## src/rtl/core_pkg.sv

```systemverilog
// Shared core encodings: write-back result sources and load funct3 codes.
package core_pkg;

  typedef enum logic [1:0] {
    RES_ALU  = 2'b00,
    RES_LOAD = 2'b01,
    RES_PC4  = 2'b10,
    RES_IMM  = 2'b11
  } result_src_e;

  localparam logic [2:0] F3_LB  = 3'b000;
  localparam logic [2:0] F3_LH  = 3'b001;
  localparam logic [2:0] F3_LW  = 3'b010;
  localparam logic [2:0] F3_LBU = 3'b100;
  localparam logic [2:0] F3_LHU = 3'b101;

endpackage

```

## src/rtl/load_extend.sv

```systemverilog
// Byte/half-word/word lane extraction with sign or zero extension for loads.
module load_extend
  import core_pkg::*;
#(
  parameter int XLEN = 32
) (
  input  logic [2:0]      funct3,
  input  logic [1:0]      addr_lo,
  input  logic [XLEN-1:0] raw,
  output logic [XLEN-1:0] data
);

  logic [31:0] word;
  logic [7:0]  byte_lane;
  logic [15:0] half_lane;

  assign word      = raw[31:0];
  assign half_lane = addr_lo[1] ? word[31:16] : word[15:0];

  // NOTE: every always_comb output gets a value on every path, so no latch is inferred.
  always_comb begin
    byte_lane = word[7:0];
    case (addr_lo)
      2'd1:    byte_lane = word[15:8];
      2'd2:    byte_lane = word[23:16];
      2'd3:    byte_lane = word[31:24];
      default: byte_lane = word[7:0];
    endcase
  end

  // Size casts of signed operands sign-extend; unsigned ones zero-extend.
  always_comb begin
    case (funct3)
      F3_LB:   data = XLEN'($signed(byte_lane));
      F3_LBU:  data = XLEN'(byte_lane);
      F3_LH:   data = XLEN'($signed(half_lane));
      F3_LHU:  data = XLEN'(half_lane);
      default: data = XLEN'($signed(word));
    endcase
  end

endmodule

```

## src/rtl/writeback_unit.sv

```systemverilog
// Write-back stage: selects the pipeline result, merges late MUL/DIV results
// through a small FIFO and requests a bubble when the queue head starves.
module writeback_unit
  import core_pkg::*;
#(
  parameter int XLEN         = 32,
  parameter int REG_AW       = 5,
  parameter int LQ_DEPTH     = 4,
  parameter int STARVE_LIMIT = 8
) (
  input  logic                        clk,
  input  logic                        rst,
  input  logic                        wb_valid_i,
  input  logic                        reg_write_i,
  input  logic [1:0]                  result_src_i,
  input  logic [XLEN-1:0]             alu_result_i,
  input  logic [XLEN-1:0]             read_data_i,
  input  logic [XLEN-1:0]             pc_plus4_i,
  input  logic [XLEN-1:0]             imm_i,
  input  logic [2:0]                  load_funct3_i,
  input  logic [1:0]                  addr_lo_i,
  input  logic [REG_AW-1:0]           rd_i,
  input  logic                        late_valid_i,
  output logic                        late_ready_o,
  input  logic [REG_AW-1:0]           late_rd_i,
  input  logic [XLEN-1:0]             late_data_i,
  output logic                        reg_write_o,
  output logic [REG_AW-1:0]           rd_o,
  output logic [XLEN-1:0]             result_o,
  output logic                        stall_o,
  output logic [$clog2(LQ_DEPTH):0]   lq_count_o
);

  localparam int PTR_W = $clog2(LQ_DEPTH);
  localparam int CNT_W = PTR_W + 1;
  localparam int STV_W = $clog2(STARVE_LIMIT + 1);

  typedef struct packed {
    logic [REG_AW-1:0] rd;
    logic [XLEN-1:0]   data;
  } lq_entry_t;

  lq_entry_t         lq_mem [LQ_DEPTH];
  logic [PTR_W-1:0]  wr_ptr;
  logic [PTR_W-1:0]  rd_ptr;
  logic [CNT_W-1:0]  count;
  logic [STV_W-1:0]  starve;
  logic              pipe_wr;
  logic              empty;
  logic              full;
  logic              enq;
  logic              deq;
  logic [XLEN-1:0]   load_data;
  logic [XLEN-1:0]   pipe_result;

  load_extend #(.XLEN(XLEN)) u_load_extend (
    .funct3  (load_funct3_i),
    .addr_lo (addr_lo_i),
    .raw     (read_data_i),
    .data    (load_data)
  );

  always_comb begin
    case (result_src_e'(result_src_i))
      RES_ALU:  pipe_result = alu_result_i;
      RES_LOAD: pipe_result = load_data;
      RES_PC4:  pipe_result = pc_plus4_i;
      RES_IMM:  pipe_result = imm_i;
      default:  pipe_result = alu_result_i;
    endcase
  end

  assign empty        = (count == '0);
  assign full         = (count == CNT_W'(LQ_DEPTH));
  assign late_ready_o = !full;
  assign lq_count_o   = count;
  assign stall_o      = (starve == STV_W'(STARVE_LIMIT));

  assign pipe_wr = wb_valid_i & reg_write_i & (rd_i != '0);
  // x0 results complete the handshake but are dropped instead of queued.
  assign enq     = late_valid_i & !full & (late_rd_i != '0);
  assign deq     = !pipe_wr & !empty;

  // NOTE: queue storage is not reset; the count alone decides which entries are live.
  always_ff @(posedge clk) begin
    if (enq) lq_mem[wr_ptr] <= '{rd: late_rd_i, data: late_data_i};
  end

  // NOTE: all state uses non-blocking assignments so every register samples pre-edge values.
  always_ff @(posedge clk) begin
    if (rst) begin
      wr_ptr      <= '0;
      rd_ptr      <= '0;
      count       <= '0;
      starve      <= '0;
      reg_write_o <= 1'b0;
      rd_o        <= '0;
      result_o    <= '0;
    end else begin
      if (enq) wr_ptr <= wr_ptr + 1'b1;
      if (deq) rd_ptr <= rd_ptr + 1'b1;

      case ({enq, deq})
        2'b10:   count <= count + 1'b1;
        2'b01:   count <= count - 1'b1;
        default: count <= count;
      endcase

      if (empty || deq)
        starve <= '0;
      else if (!stall_o)
        starve <= starve + 1'b1;

      // The pipeline always owns the port; the queue head only fills idle slots.
      if (pipe_wr) begin
        reg_write_o <= 1'b1;
        rd_o        <= rd_i;
        result_o    <= pipe_result;
      end else if (deq) begin
        reg_write_o <= 1'b1;
        rd_o        <= lq_mem[rd_ptr].rd;
        result_o    <= lq_mem[rd_ptr].data;
      end else begin
        reg_write_o <= 1'b0;
      end
    end
  end

endmodule

```

## config.mk

```make
export PLATFORM = sky130hd
export DESIGN_NAME = writeback_unit
export DESIGN_NICKNAME = d
export VERILOG_FILES = /design/src/rtl/core_pkg.sv /design/src/rtl/load_extend.sv /design/src/rtl/writeback_unit.sv
export SDC_FILE = /design/constraint.sdc
export NUM_CORES = 1
export LEC_CHECK = 0
export BUFFER_PORTS_ARGS = -buffer_cell sky130_fd_sc_hd__clkbuf_2
export CAP_MARGIN = 25
export CORE_MARGIN = 2
export CORE_UTILIZATION = 30
export DETAILED_ROUTE_END_ITERATION = 8
export GPL_ROUTABILITY_DRIVEN = 0
export HOLD_SLACK_MARGIN = 0.08
export REMOVE_ABC_BUFFERS = 1
export SETUP_SLACK_MARGIN = 0.02
export SLEW_MARGIN = 15
export SYNTH_ARGS = -nofsm -noshare
export SYNTH_HDL_FRONTEND = slang
export SYNTH_HIERARCHICAL = 1
export SYNTH_SLANG_ARGS = --single-unit
```

## constraint.sdc

```tcl
create_clock -name clk -period 3.59 [get_ports clk]
set_clock_uncertainty 0.15 [all_clocks]
set_input_delay 0.718 -clock clk [delete_from_list [all_inputs] [get_ports clk]]
set_output_delay 0.718 -clock clk [all_outputs]
set_load 0.1 [all_outputs]
```

**After elaboration in Yosys (flattened, before gate mapping)**

Memory sizes are Yosys's and may differ from the RTL's. A register that Yosys moved wholly into a read port is not among the register bits.
Cells that the tools add are included.

- Memories: 1
- Register bits after elaboration: 49
- Word-level logic and storage cells: 58
- Output and inout bits: 43
- RAM bits: 148
- Bits of input ports: 182

- Reduce and logical (&&, ||, !) cells: 12
- Multiplexer cells: 15
- Equal/unequal tests: 13
- Bitwise gates (word level): 5
- Add/subtract/negate cells: 5

Memory list:

| memory | depth | bits a word | read ports | clocked after Yosys merged registers in | write ports | RTL line | text |
|---|---|---|---|---|---|---|---|
| lq_mem | 4 | 37 | 1 | 1 | 1 | writeback_unit.sv:43 | `lq_entry_t lq_mem [LQ_DEPTH];` |

Operators by type and width:

| kind | number |
|---|---|
| $pmux W32 S4 | 2 |
| $mux W32 | 2 |
| $pmux W8 S3 | 1 |
| $mux W16 | 1 |
| $eq A2 B2 Y1 const B | 5 |
| $mux W5 | 2 |
| $reduce_bool A5 Y1 | 2 |
| $eq A3 B3 Y1 const B | 3 |
| $eq A2 B1 Y1 const B | 3 |
| $logic_not A3 Y1 | 2 |
| $pmux W3 S2 | 1 |
| $and A1 B1 Y1 | 5 |
| $add A2 B1 Y2 const B | 2 |
| $add A4 B1 Y4 const B | 1 |
| $eq A4 B4 Y1 const B | 1 |
| $mux W1 | 4 |
| $mux W2 | 2 |
| $reduce_bool A2 Y1 | 2 |
| $add A3 B1 Y3 const B | 1 |
| $eq A3 B1 Y1 const B | 1 |
| $logic_not A1 Y1 | 3 |
| $sub A3 B1 Y3 const B | 1 |
| $logic_not A2 Y1 | 1 |
| $reduce_or A2 Y1 | 1 |
| $logic_or A1 B1 Y1 | 1 |

**Longest topological paths before layout**

Gate-level depths: netlist of run 1.

- Word-level depth: 6
- Depth in mapped cells: 10
- Depth with buffers taken out: 9

**Modules after synthesis**

The synthesis of run 1 kept the hierarchy.

Modules (own cells, without submodules):

| module | cells each | instances | area each (um^2) |
|---|---|---|---|
| writeback_unit | 515 | 1 | 8354.3 |
| load_extend | 111 | 1 | 668.1 |

**Worst setup path before layout of run 1**

OpenSTA, ideal clock, no wires.

- Path kind: reg-to-reg
- Start: reg count[2] (netlist: lq_count_o[2])
- End: reg count[2] (netlist: lq_count_o[2])
- Arrival: 3278 ps
- Path slack: 92 ps
- Period minus slack after synthesis: 3498 ps
- Data required time: 3369 ps
- Stages on the path, launching flop included: 10
- Cells stage by stage: dfxtp_1 > or3b_2 > o211a_1 > inv_2 > ha_1 > inv_1 > fa_1 > xor2_1 > or3_1 > a21oi_1

- Longest elaborated chain between the ends: 6
- Elaborated cells between the ends (all ways): 13
- Classes of those cells: add/sub (2); eq/ne (3); mux (1); bitwise (3); reduce/logical (4)

Ends and longest elaborated chain:

| item | RTL line | text |
|---|---|---|
| start: declaration | writeback_unit.sv:46 | `logic [CNT_W-1:0] count;` |
| start signal: assignment | writeback_unit.sv:104 | `2'b10: count <= count + 1'b1;` |
| start signal: assignment | writeback_unit.sv:105 | `2'b01: count <= count - 1'b1;` |
| start signal: assignment | writeback_unit.sv:106 | `default: count <= count;` |
| $eq A3 B3 Y1 * | writeback_unit.sv:74 | `assign full = (count == CNT_W'(LQ_DEPTH));` |
| $logic_not A1 Y1 * | - |  |
| via late_ready_o | writeback_unit.sv:24 | `output logic late_ready_o,` |
| $and A1 B1 Y1 * (2 in series) | writeback_unit.sv:81 | `assign enq = late_valid_i & !full & (late_rd_i != '0);` |
| $eq A2 B1 Y1 or $eq A2 B2 Y1 (tied branches) | writeback_unit.sv:103 | `case ({enq, deq})` |
| $pmux W3 S2 or $reduce_bool A2 Y1 (tied branches) | - |  |

Mark *: on every way through the listed nets, which the timed path passes. The rest lies on a longest branch.
A chain may end at the register's enable or synchronous reset.

**Worst setup path after layout of run 1**

- Start: in late_rd_i[0]
- End: reg count[2] (netlist: lq_count_o[2])

- Longest elaborated chain between the ends: 4
- Elaborated cells between the ends (all ways): 6
- Classes of those cells: eq/ne (2); mux (1); bitwise (1); reduce/logical (2)

Ends and longest elaborated chain:

| item | RTL line | text |
|---|---|---|
| start: declaration | writeback_unit.sv:25 | `input logic [REG_AW-1:0] late_rd_i,` |
| $reduce_bool A5 Y1 * | writeback_unit.sv:81 |  |
| $and A1 B1 Y1 * | writeback_unit.sv:81 |  |
| $eq A2 B1 Y1 or $eq A2 B2 Y1 (tied branches) | writeback_unit.sv:103 |  |
| $pmux W3 S2 or $reduce_bool A2 Y1 (tied branches) | - |  |

Every way passes the cells marked *; elsewhere a longest branch is shown, timed or not.

==> results.json, run 1 <==
{
  "start_util_pct": 30.4,
  "slew_viol_final": 0,
  "fin_crit_ns": 2.80,
  "grt-ovfl-total": 0,
  "port-buffer-count": 224,
  "yosysTopAreaCellShare_pct": 49.3,
  "path_cells": "clkbuf_2 > or4_1 > o211a_1 > inv_2 > ha_1 > inv_1 > fa_1 > xor2_1 > or3_1 > a21oi_1",
  "setup-violations-final": 0,
  "grt_pass1_vias": 6378,
  "synthSimpleGateAreaFrac_pct": 7.17,
  "viasPerCell": 5.16,
  "synth_xor_area_share_pct": 0.582,
  "synth.cell_area_um2": 9020,
  "ys_seq_area_share_pct": 60.6,
  "drt-total-wl_mm": 28.1,
  "cp_max_fo": 7,
  "placed_area_um2": 10700,
  "synth_cell_types": 42,
  "cts_tree": "done",
  "hold_violations": 0,
  "synth_mux_area_share_pct": 17.8,
  "slew_headroom_pct": 35.6,
  "die_w_um": 177,
  "core-area_um2": 29600,
  "power.density_nw_per_um2": 740,
  "clock_latency_ns": 0.44,
  "cts.clk_slew.worst_paths_ns": 0.09,
  "die-area_um2": 31500,
  "slowest_delay_ns": 0.57,
  "synth_compound_area_share_pct": 9.94,
  "ys_top_cells_by_area": "edfxtp_1 49%, mux4_2 17%, dfxtp_1 11%",
  "syn_avg_cell_area_um2": 14.4,
  "route.antenna.remaining_nets": 0,
  "fmax_ghz": 0.357,
  "drc": 0,
  "tightest_slew_ns": 0.967,
  "synthArstFlopShare_pct": 0,
  "synth-seq-cells": 199,
  "grt_setup_unrepaired": "no",
  "synth_edf_count": 148,
  "fin_crit_sh_pct": 78.0,
  "cts.htree.levels": 4,
  "numCtsBuffers": 17,
  "cp.required_ns": 3.81,
  "pin_count": 225,
  "critPathCaptureType": "flop",
  "synth_fa_ha_area_share_pct": 1.19,
  "areaGrowthSynthToFinish_pct": 25.6,
  "numClockSinks": 199,
  "grt_max_degree": 42,
  "p_leak_uw": 0.00433,
  "post_cts.repair.setup_buffers": 0,
  "antenna_found_initial": 3,
  "cts.path.max_buffers": 2,
  "cp_slowest_cell": "or4_1",
  "fin_area_um2": 11300,
  "drive_gt1_share_pct": 42.3,
  "final_core_util_pct": 38.2,
  "min_path_type": "primary input to flop",
  "die_y_um": 177,
  "synth_top_family_by_area": "multiplexers",
  "worst-path-buf-inv": 3,
  "ys_warn_count": 6,
  "vdd_drop_max_mv": 0.375,
  "status": "completed",
  "std_cell_rows": 63,
  "drtPass1Iterations": 4,
  "clockRootBuffer": "clkbuf_16",
  "cts_resized": 0,
  "yosys_most_used_dff": "edfxtp_1",
  "dpl.hpwl_mm": 20.1,
  "drv_cap": 0,
  "routedWlPerCell_um": 22.5,
  "path_class": "primary input to flop",
  "cp.arrival_ns": 3.02,
  "vias": 6418,
  "hold_buffers": 0,
  "yosys.area.top_type": "edfxtp_1",
  "grt_use_total_pct": 17.9,
  "fin_tns_setup_ns": 0,
  "path_delay_family": "simple AND/OR/NAND/NOR gates",
  "drt_iter0_drc": 374,
  "netlist_instances": 626,
  "final_nets": 1030,
  "grt_pass1_wl_mm": 40.7,
  "start_kind": "primary input"
}
[cell type report]
type,instances,area [µm²]
antenna,2,5.00
clock buffer,17,425
clock inverter,15,225
fill,2901,18300
inverter,11,41.3
multi-input combinational,368,3330
sequential,199,5470
tap,390,488
timing repair buffer,243,1340
[path summary, 6_finish.rpt]
path,end,from,depth (start not counted),slack (ns)
setup / recovery,lq_count_o[2],late_rd_i[0],10,0.79
hold / removal,lq_mem[1][28],late_data_i[28],1,0.35
setup reg to reg,lq_count_o[2],lq_count_o[2],9,0.93
hold reg to reg,flop,rd_ptr[1],2,0.35
[report_power, final]
group / switching, µW / total (µW) / internal [µW]
clock: 1050 / 2100 / 1050
sequential: 239 / 3120 / 2880
combinational: 2310 / 3160 / 849
[placed cells by master (no fill, tap or decap), drive strengths merged, types with 4 or more instances in the layout]
cell      n
a211oi   36
a21o     17
a21oi    44
a221o     8
a22oi     7
and2      4
buf      19
clkbuf  241
dfxtp    51
edfxtp  148
ha        7
inv      22
mux4     70
nand2    72
nand2b    7
nor2     47
o21ai    11
or4       4
[worst reg2reg max path: cells and delay by family, from the launching register on]
family	cells	cell delay [ns]
simple gates	2	0.81
fa+ha+maj	2	0.54
flops	1	0.42
compound gates	2	0.37
xor+xnor	1	0.16
buf+inv	2	0.14
[cell families after synthesis]
kind of cell               count (synthesis)
adders and majority gates                  8
buffers and inverters                     59
and+or+nand+nor                          149
muxes                                     73
xor gates and xnor gates                   6
DFF                                      199
AOI/OAI and AO/OA                        132
[flip-flops by register name, summed over array words and instances (netlist names), named ones only]
register     cells
result_o        32
wr_ptr           2
lq_count_o       3
lq_mem         148
rd_ptr           2
rd_o             5
starve           4
reg_write_o      1
[cells in the mapped netlist, types with 2 or more instances]
cell type	n
xnor2_1	3
inv_1	10
nor2b_1	3
mux2i_1	2
a211oi_1	36
mux4_2	70
dfxtp_1	51
ha_1	7
a22oi_1	7
and3b_1	2
or3_1	3
a21oi_1	44
nand2_1	72
nand2b_1	7
and2_1	4
o21ai_1	10
clkbuf_1	36
nand3_1	3
or4_1	2
nor2_1	47
o211a_1	2
nor3_1	3
edfxtp_1	148
buf_2	10
a221o_1	8
a21o_1	17
or4_4	2
xor2_1	3
[stage by stage]
step | setup slack [ns] | instances | power, µW | hold slack (ns)
after CTS | 0.812 | 1243 | 8490 | 0.329
after global placement | 0.394 | 1207 | 6320 | 0.307
after floorplan | -0.623 | 578 | 5450 | 0.295
after detailed placement | 0.335 | 1211 | 6380 | 0.312
after global routing | 0.645 | 1244 | 8770 | 0.331
final | 0.790 | 1245 | 8390 | 0.349
[per-layer routing]
| layer | GRT usage (%) | up-vias | share of wire, % |
|---|---|---|---|
| li1 | - | 2877 | - |
| met1 | 23.3 | 3276 | 43 |
| met2 | 30.7 | 247 | 49 |
| met3 | 4.18 | 18 | 6.6 |
| met4 | 3.28 | 0 | 1.3 |
| met5 | 0 | - | 0 |
No activity file was read; power rests on OpenSTA's default activity.
==> inputs of run 2 (changes only) <==
--- a/config.mk
+++ b/config.mk
@@ -5,6 +5,7 @@
 export SDC_FILE = /design/constraint.sdc
 export NUM_CORES = 1
 export LEC_CHECK = 0
+export ABC_AREA = 1
 export BUFFER_PORTS_ARGS = -buffer_cell sky130_fd_sc_hd__clkbuf_2
 export CAP_MARGIN = 25
 export CORE_MARGIN = 2
==> constraint.sdc (replaced) <==
create_clock -name clk -period 2.46 [get_ports clk]
set_clock_uncertainty 0.15 [all_clocks]
set_input_delay 0.492 -clock clk [delete_from_list [all_inputs] [get_ports clk]]
set_output_delay 0.492 -clock clk [all_outputs]
set_load 0.1 [all_outputs]
==> results.json, run 2 <==
{
  "routedWlPerCell_um": 17.8,
  "switching_share_pct": 46.6,
  "synthTopCellsByCount": "342 x nand2_1, 306 x nand3_1, 205 x inv_1, 148 x edfxtp_1",
  "vias": 9603,
  "path_delay_family": "buffers and inverters",
  "crit_start": "starve[0]",
  "top_regs": "lq_mem: 148 flops, result_o: 32 flops, rd_o: 5 flops",
  "final_nets": 1701,
  "fill_cells": 3585,
  "synth_most_common_cell": "nand2_1",
  "p_sw_uw": 6330,
  "fin_crit_sh_pct": 91.0,
  "whs_ns": 0.107,
  "power_uw": 13600,
  "worst-path-buf-inv": 3,
  "cts_tree": "done",
  "die-area_um2": 36900,
  "cp.arrival_ns": 1.60,
  "pwr-share-comb_pct": 45.8,
  "route.antenna.remaining_nets": 0,
  "start_kind": "flop",
  "min_path_type": "primary input to flop",
  "core-area_um2": 34700,
  "ys_top_cells_by_area": "edfxtp_1 42%, nand3_1 14%, nand2_1 12%",
  "path_common_cell": "inv_1",
  "synth_compound_area_share_pct": 2.71,
  "drt_iter0_drc": 758,
  "yosys_most_used_dff": "edfxtp_1",
  "fin_tns_setup_ns": 0,
  "synth.cell_area_um2": 10600,
  "synth_top_family_by_area": "simple AND/OR/NAND/NOR gates",
  "seqCellArea_um2": 5470,
  "synth_mux_area_share_pct": 0,
  "die_y_um": 192,
  "cp_max_fo": 4,
  "clockPowerShare_pct": 21.4,
  "yosys.area.top_type": "edfxtp_1",
  "setup_slack_ns": 0.222,
  "syn_avg_cell_area_um2": 8.11,
  "fin_crit_ns": 2.24,
  "slew_viol_final": 0,
  "slew_headroom_pct": 61.0,
  "final_cell_mix": "342 x nand2_1, 306 x nand3_1, 222 x clkbuf_2",
  "power.density_nw_per_um2": 1060,
  "synth_xor_area_share_pct": 0.165,
  "reg2reg_setup_slack_ns": 0.40,
  "dpl_worst_slack_ns": 0.0404,
  "std_cell_rows": 68,
  "yosysTopAreaCellShare_pct": 41.9,
  "cts_resized": 0,
  "grt_pass1_vias": 9067,
  "critPathCaptureType": "primary output",
  "die_w_um": 192,
  "setup-violations-final": 0,
  "port-buffer-count": 224,
  "drv_cap": 0,
  "cp_slowest_cell": "dfxtp_1",
  "p_leak_uw": 0.00626,
  "ys_seq_area_share_pct": 51.5,
  "numCtsBuffers": 17,
  "drt-total-wl_mm": 35.3,
  "mostFrequentLayoutCell": "nand2_1",
  "clockRootBuffer": "clkbuf_16",
  "numClockSinks": 199,
  "synthSimpleGateAreaFrac_pct": 32.4,
  "clock_latency_ns": 0.45,
  "hold_buffers": 0,
  "cp-endpoint": "stall_o",
  "status": "completed",
  "antenna_found_initial": 2,
  "r2r-start": "lq_count_o[0]",
  "cp.required_ns": 1.82,
  "share_seq_of_total_power_pct": 32.8,
  "grt-ovfl-total": 0,
  "synth_fa_ha_area_share_pct": 1.01,
  "hold_violations": 0,
  "multiInputGateArea_um2": 3890,
  "synthArstFlopShare_pct": 0,
  "netlist_instances": 1309,
  "cts.clk_slew.worst_paths_ns": 0.08,
  "pin_count": 225,
  "tightest_slew_ns": 0.588,
  "start_util_pct": 30.6,
  "synth-seq-cells": 199,
  "largest_reg_flops": 148,
  "rr_worst_depth": 10,
  "dpl.hpwl_mm": 25.1,
  "vdd_drop_max_mv": 0.527,
  "cts.path.max_buffers": 2,
  "drtPass1Iterations": 6,
  "drc": 0,
  "path_cells": "inv_1 > ha_1 > nand3_1 > inv_1 > clkbuf_4",
  "synth_cell_types": 36,
  "fmax_ghz": 0.447,
  "ys_warn_count": 6,
  "viasPerCell": 4.85,
  "r2r-end": "lq_count_o[2]",
  "drive_gt1_share_pct": 21.5,
  "grt_max_degree": 77,
  "largest-register": "lq_mem",
  "slowest_delay_ns": 0.34,
  "grt_setup_unrepaired": "no",
  "post_cts.repair.setup_buffers": 0,
  "power.internal_uw": 7250,
  "cts.htree.levels": 4,
  "path_class": "flop to primary output",
  "crit_cells": 5,
  "grt_pass1_wl_mm": 53.1,
  "synth_edf_count": 148,
  "grt_use_total_pct": 19.3,
  "areaGrowthSynthToFinish_pct": 21.1
}
## run 2: changes by cell type after synthesis, moves of 9 or more
cell      previous run  this run
nand3_1              3       306
nand2_1             72       342
inv_1               10       205
mux4_2              70         0
buf_2               10        49
a211oi_1            36         0
nand4_1              0        32
a21oi_1             44        16
clkbuf_1            36        12
o21ai_0              1        25
a21o_1              17         0
buf_6                1        13
nand3_2              0         9
## run 2: worst min-delay path by stage
| stage | cells past startpoint | slack [ns] | start | end |
|---|---|---|---|---|
| after global routing | 1 | 0.1 | late_data_i[6] | lq_mem[0][6] |
| after floorplan | 2 | 0.32 | starve[0] | starve[0] |
| after CTS | 1 | 0.09 | late_data_i[3] | lq_mem[3][3] |
| after global placement | 2 | 0.34 | starve[0] | starve[0] |
| after detailed placement | 2 | 0.36 | starve[1] | starve[1] |
| final | 1 | 0.11 | late_data_i[3] | lq_mem[3][3] |
## run 2: cell families (layout without fill, tap and decap cells)
family / count (synthesis) / after routing
flip-flops: 199 / 199
buffers and inverters: 293 / 508
other: 0 / 3
XOR/XNOR: 2 / 2
AND/OR/NAND/NOR: 753 / 753
adder cells (fa/ha/maj): 8 / 8
AO/OA/AOI/OAI: 54 / 54
## run 2: worst register-to-register path: stages, from the launching register on
cell and delay [ns]:
dfxtp_1 0.35, inv_1 0.15, nand3_1 0.13, nand3_2 0.11, ha_1 0.14, inv_1 0.07, fa_1 0.38, a21oi_1 0.15
o21ai_0 0.11, o21ai_0 0.17, a21oi_1 0.06
## run 2: power groups by stage
stage | clock (µW) | sequential (µW) | combinational, µW
after floorplan | 0 | 6580 | 2310
after global placement | 0 | 4530 | 6210
after detailed placement | 0 | 4540 | 6280
after CTS | 2960 | 4460 | 6290
after global routing | 3090 | 4520 | 6750
final | 2910 | 4460 | 6210
## run 2: layout make-up
| type | instances | area share [%] |
|---|---|---|
| Sequential cell | 199 | 42.6 |
| Multi-Input combinational cell | 817 | 30.3 |
| Timing Repair Buffer | 263 | 11.7 |
| Inverter | 213 | 6.26 |
| Tap cell | 455 | 4.43 |
| Clock buffer | 18 | 3.42 |
| Clock inverter | 14 | 1.29 |
| Antenna cell | 3 | 0.0584 |
## run 2: routing by layer
| metal | track usage (%) | part of all wire (%) |
|---|---|---|
| met2 | 32.6 | 48 |
| met1 | 25.1 | 43 |
| met4 | 6.37 | 2.4 |
| met5 | 0 | 0 |
| met3 | 3.47 | 7.0 |
## run 2: stage by stage
stage	cells	instance area (µm²)	utilization, %
finish	1982	12800	37.0
global route	1981	12800	37.0
CTS	1979	12800	37.0
detailed placement	1947	12200	35.2
global placement	1947	12200	35.2
floorplan	1229	10100	-
==> inputs of run 3 (changes only) <==
==> constraint.sdc (replaced) <==
create_clock -name clk -period 2.46 [get_ports clk]
set_clock_uncertainty 0.15 [all_clocks]
set_input_delay 0.123 -clock clk [delete_from_list [all_inputs] [get_ports clk]]
set_output_delay 0.123 -clock clk [all_outputs]
set_load 0.1 [all_outputs]
==> results.json, run 3 (synthesis results as in run 2) <==
{
  "antennaDiodeCount": 0,
  "cp_max_fo": 4,
  "cts.htree.levels": 4,
  "grt_use_total_pct": 19.7,
  "viasPerCell": 4.80,
  "top_regs": "lq_mem: 148 flops, result_o: 32 flops, rd_o: 5 flops",
  "cts.clk_slew.worst_paths_ns": 0.08,
  "slew_viol_final": 0,
  "final_nets": 1803,
  "route.antenna.remaining_nets": 0,
  "cp.arrival_ns": 2.47,
  "fin_crit_sh_pct": 93.0,
  "power.density_nw_per_um2": 988,
  "clockRootBuffer": "clkbuf_16",
  "vias": 9998,
  "fmax_ghz": 0.437,
  "largest_reg_flops": 148,
  "die-area_um2": 36900,
  "drive_gt1_share_pct": 20.2,
  "final_cells": 2081,
  "path_class": "flop to flop",
  "status": "completed",
  "worst-path-buf-inv": 3,
  "numCtsBuffers": 17,
  "final_cell_mix": "342 x nand2_1, 305 x nand3_1, 220 x clkbuf_2",
  "place_inst": 1939,
  "routedWlPerCell_um": 17.3,
  "antenna_found_initial": 2,
  "core-area_um2": 34700,
  "cts.path.max_buffers": 2,
  "p_leak_uw": 0.00670,
  "cp_slowest_cell": "dlygate4sd3_1",
  "min_path_type": "primary input to flop",
  "slew_headroom_pct": 38.3,
  "die_w_um": 192,
  "setup-violations-final": 0,
  "clock_latency_ns": 0.44,
  "grt_pass1_wl_mm": 54.6,
  "drt_iter0_drc": 831,
  "drv_cap": 0,
  "vdd_drop_max_mv": 0.491,
  "reg2reg_setup_slack_ns": 0.17,
  "std_cell_rows": 68,
  "areaGrowthSynthToFinish_pct": 31.2,
  "slowest_delay_ns": 0.54,
  "drt-total-wl_mm": 36.1,
  "cts_tree": "done",
  "critPathCaptureType": "flop",
  "drc": 0,
  "port-buffer-count": 224,
  "largest-register": "lq_mem",
  "path_delay_family": "buffers and inverters",
  "grt_setup_unrepaired": "no",
  "start_kind": "flop",
  "hold_violations": 0,
  "mostFrequentLayoutCell": "nand2_1",
  "dpl.hpwl_mm": 24.8,
  "path_cells": "inv_2 > nand3_2 > nand3_2 > ha_1 > inv_1 > fa_1 > nor2_1 > a21oi_1 > nor2_1 > dlygate4sd3_1",
  "grt_max_degree": 77,
  "die_y_um": 192,
  "fin_tns_setup_ns": 0,
  "numClockSinks": 199,
  "cp.required_ns": 2.64,
  "tightest_slew_ns": 0.926,
  "grt-ovfl-total": 0,
  "fill_cells": 3521,
  "start_util_pct": 30.6,
  "grt_pass1_vias": 9706,
  "drtPass1Iterations": 5,
  "pin_count": 225,
  "fin_crit_ns": 2.29
}
run 3: worst min-delay path, stage by stage:
cell	delay [ns]
clkbuf_2	0.07
nand3_1	0.06
nand4_1	0.14
nand2_1	0.09
nand3_1	0.08
nand2_1	0.05
inv_1	0.04
run 3: stage by stage:
stage	instance area [µm²]	setup slack [ns]	util, %	hold slack (ns)	total power [µW]
CTS	13900	0.0271	40.0	0.0959	13800
floorplan	10100	-2.05	-	0.0421	8890
global placement	12200	0.371	35.1	0.191	10700
finish	13900	0.173	40.1	0.102	13800
detailed placement	12200	0.332	35.1	0.198	10800
global route	13900	0.0207	40.1	0.112	14600
run 3: metal layers:
metal / track usage, % / part of all wire (%) / vias to the layer above
met5: 0 / 0.072 / -
met4: 5.73 / 1.8 / 4
met3: 3.42 / 6.6 / 50
met2: 33.1 / 48 / 360
met1: 26.0 / 44 / 4703
li1: - / - / 4881
run 3: final cells by class:
cell class	instances	area, µm²	share of cell area, %
clock buffers	17	425	3.06
repair buffers	365	2560	18.4
flip-flops and latches	199	5470	39.3
clock inverters	15	180	1.29
multi-input cells	817	3910	28.1
inverters	213	805	5.78
well taps	455	569	4.09
run 3: path summary, 6_finish.rpt:
check / start / end / depth (start not counted)
worst min-delay path: imm_i[2] / result_o[2] / 7
worst max register to register: lq_count_o[1] / lq_count_o[1] / 10
worst max-delay path: lq_count_o[1] / lq_count_o[1] / 10
worst min register to register: starve[0] / starve[0] / 2
run 3: report_power, final:
group          internal [µW]  switching (µW)  leakage, µW
clock network           1380            1460     0.000290
registers               4210             254      0.00178
logic                   1660            4790      0.00463
run 3: repair_timing:
action | CTS | global route
hold buffers | 110 | 3
gates resized for setup | 0 | 12
buffers inserted | 0 | 1
endpoints found under the hold margin | 190 | 9
setup endpoints to repair | 0 | 1
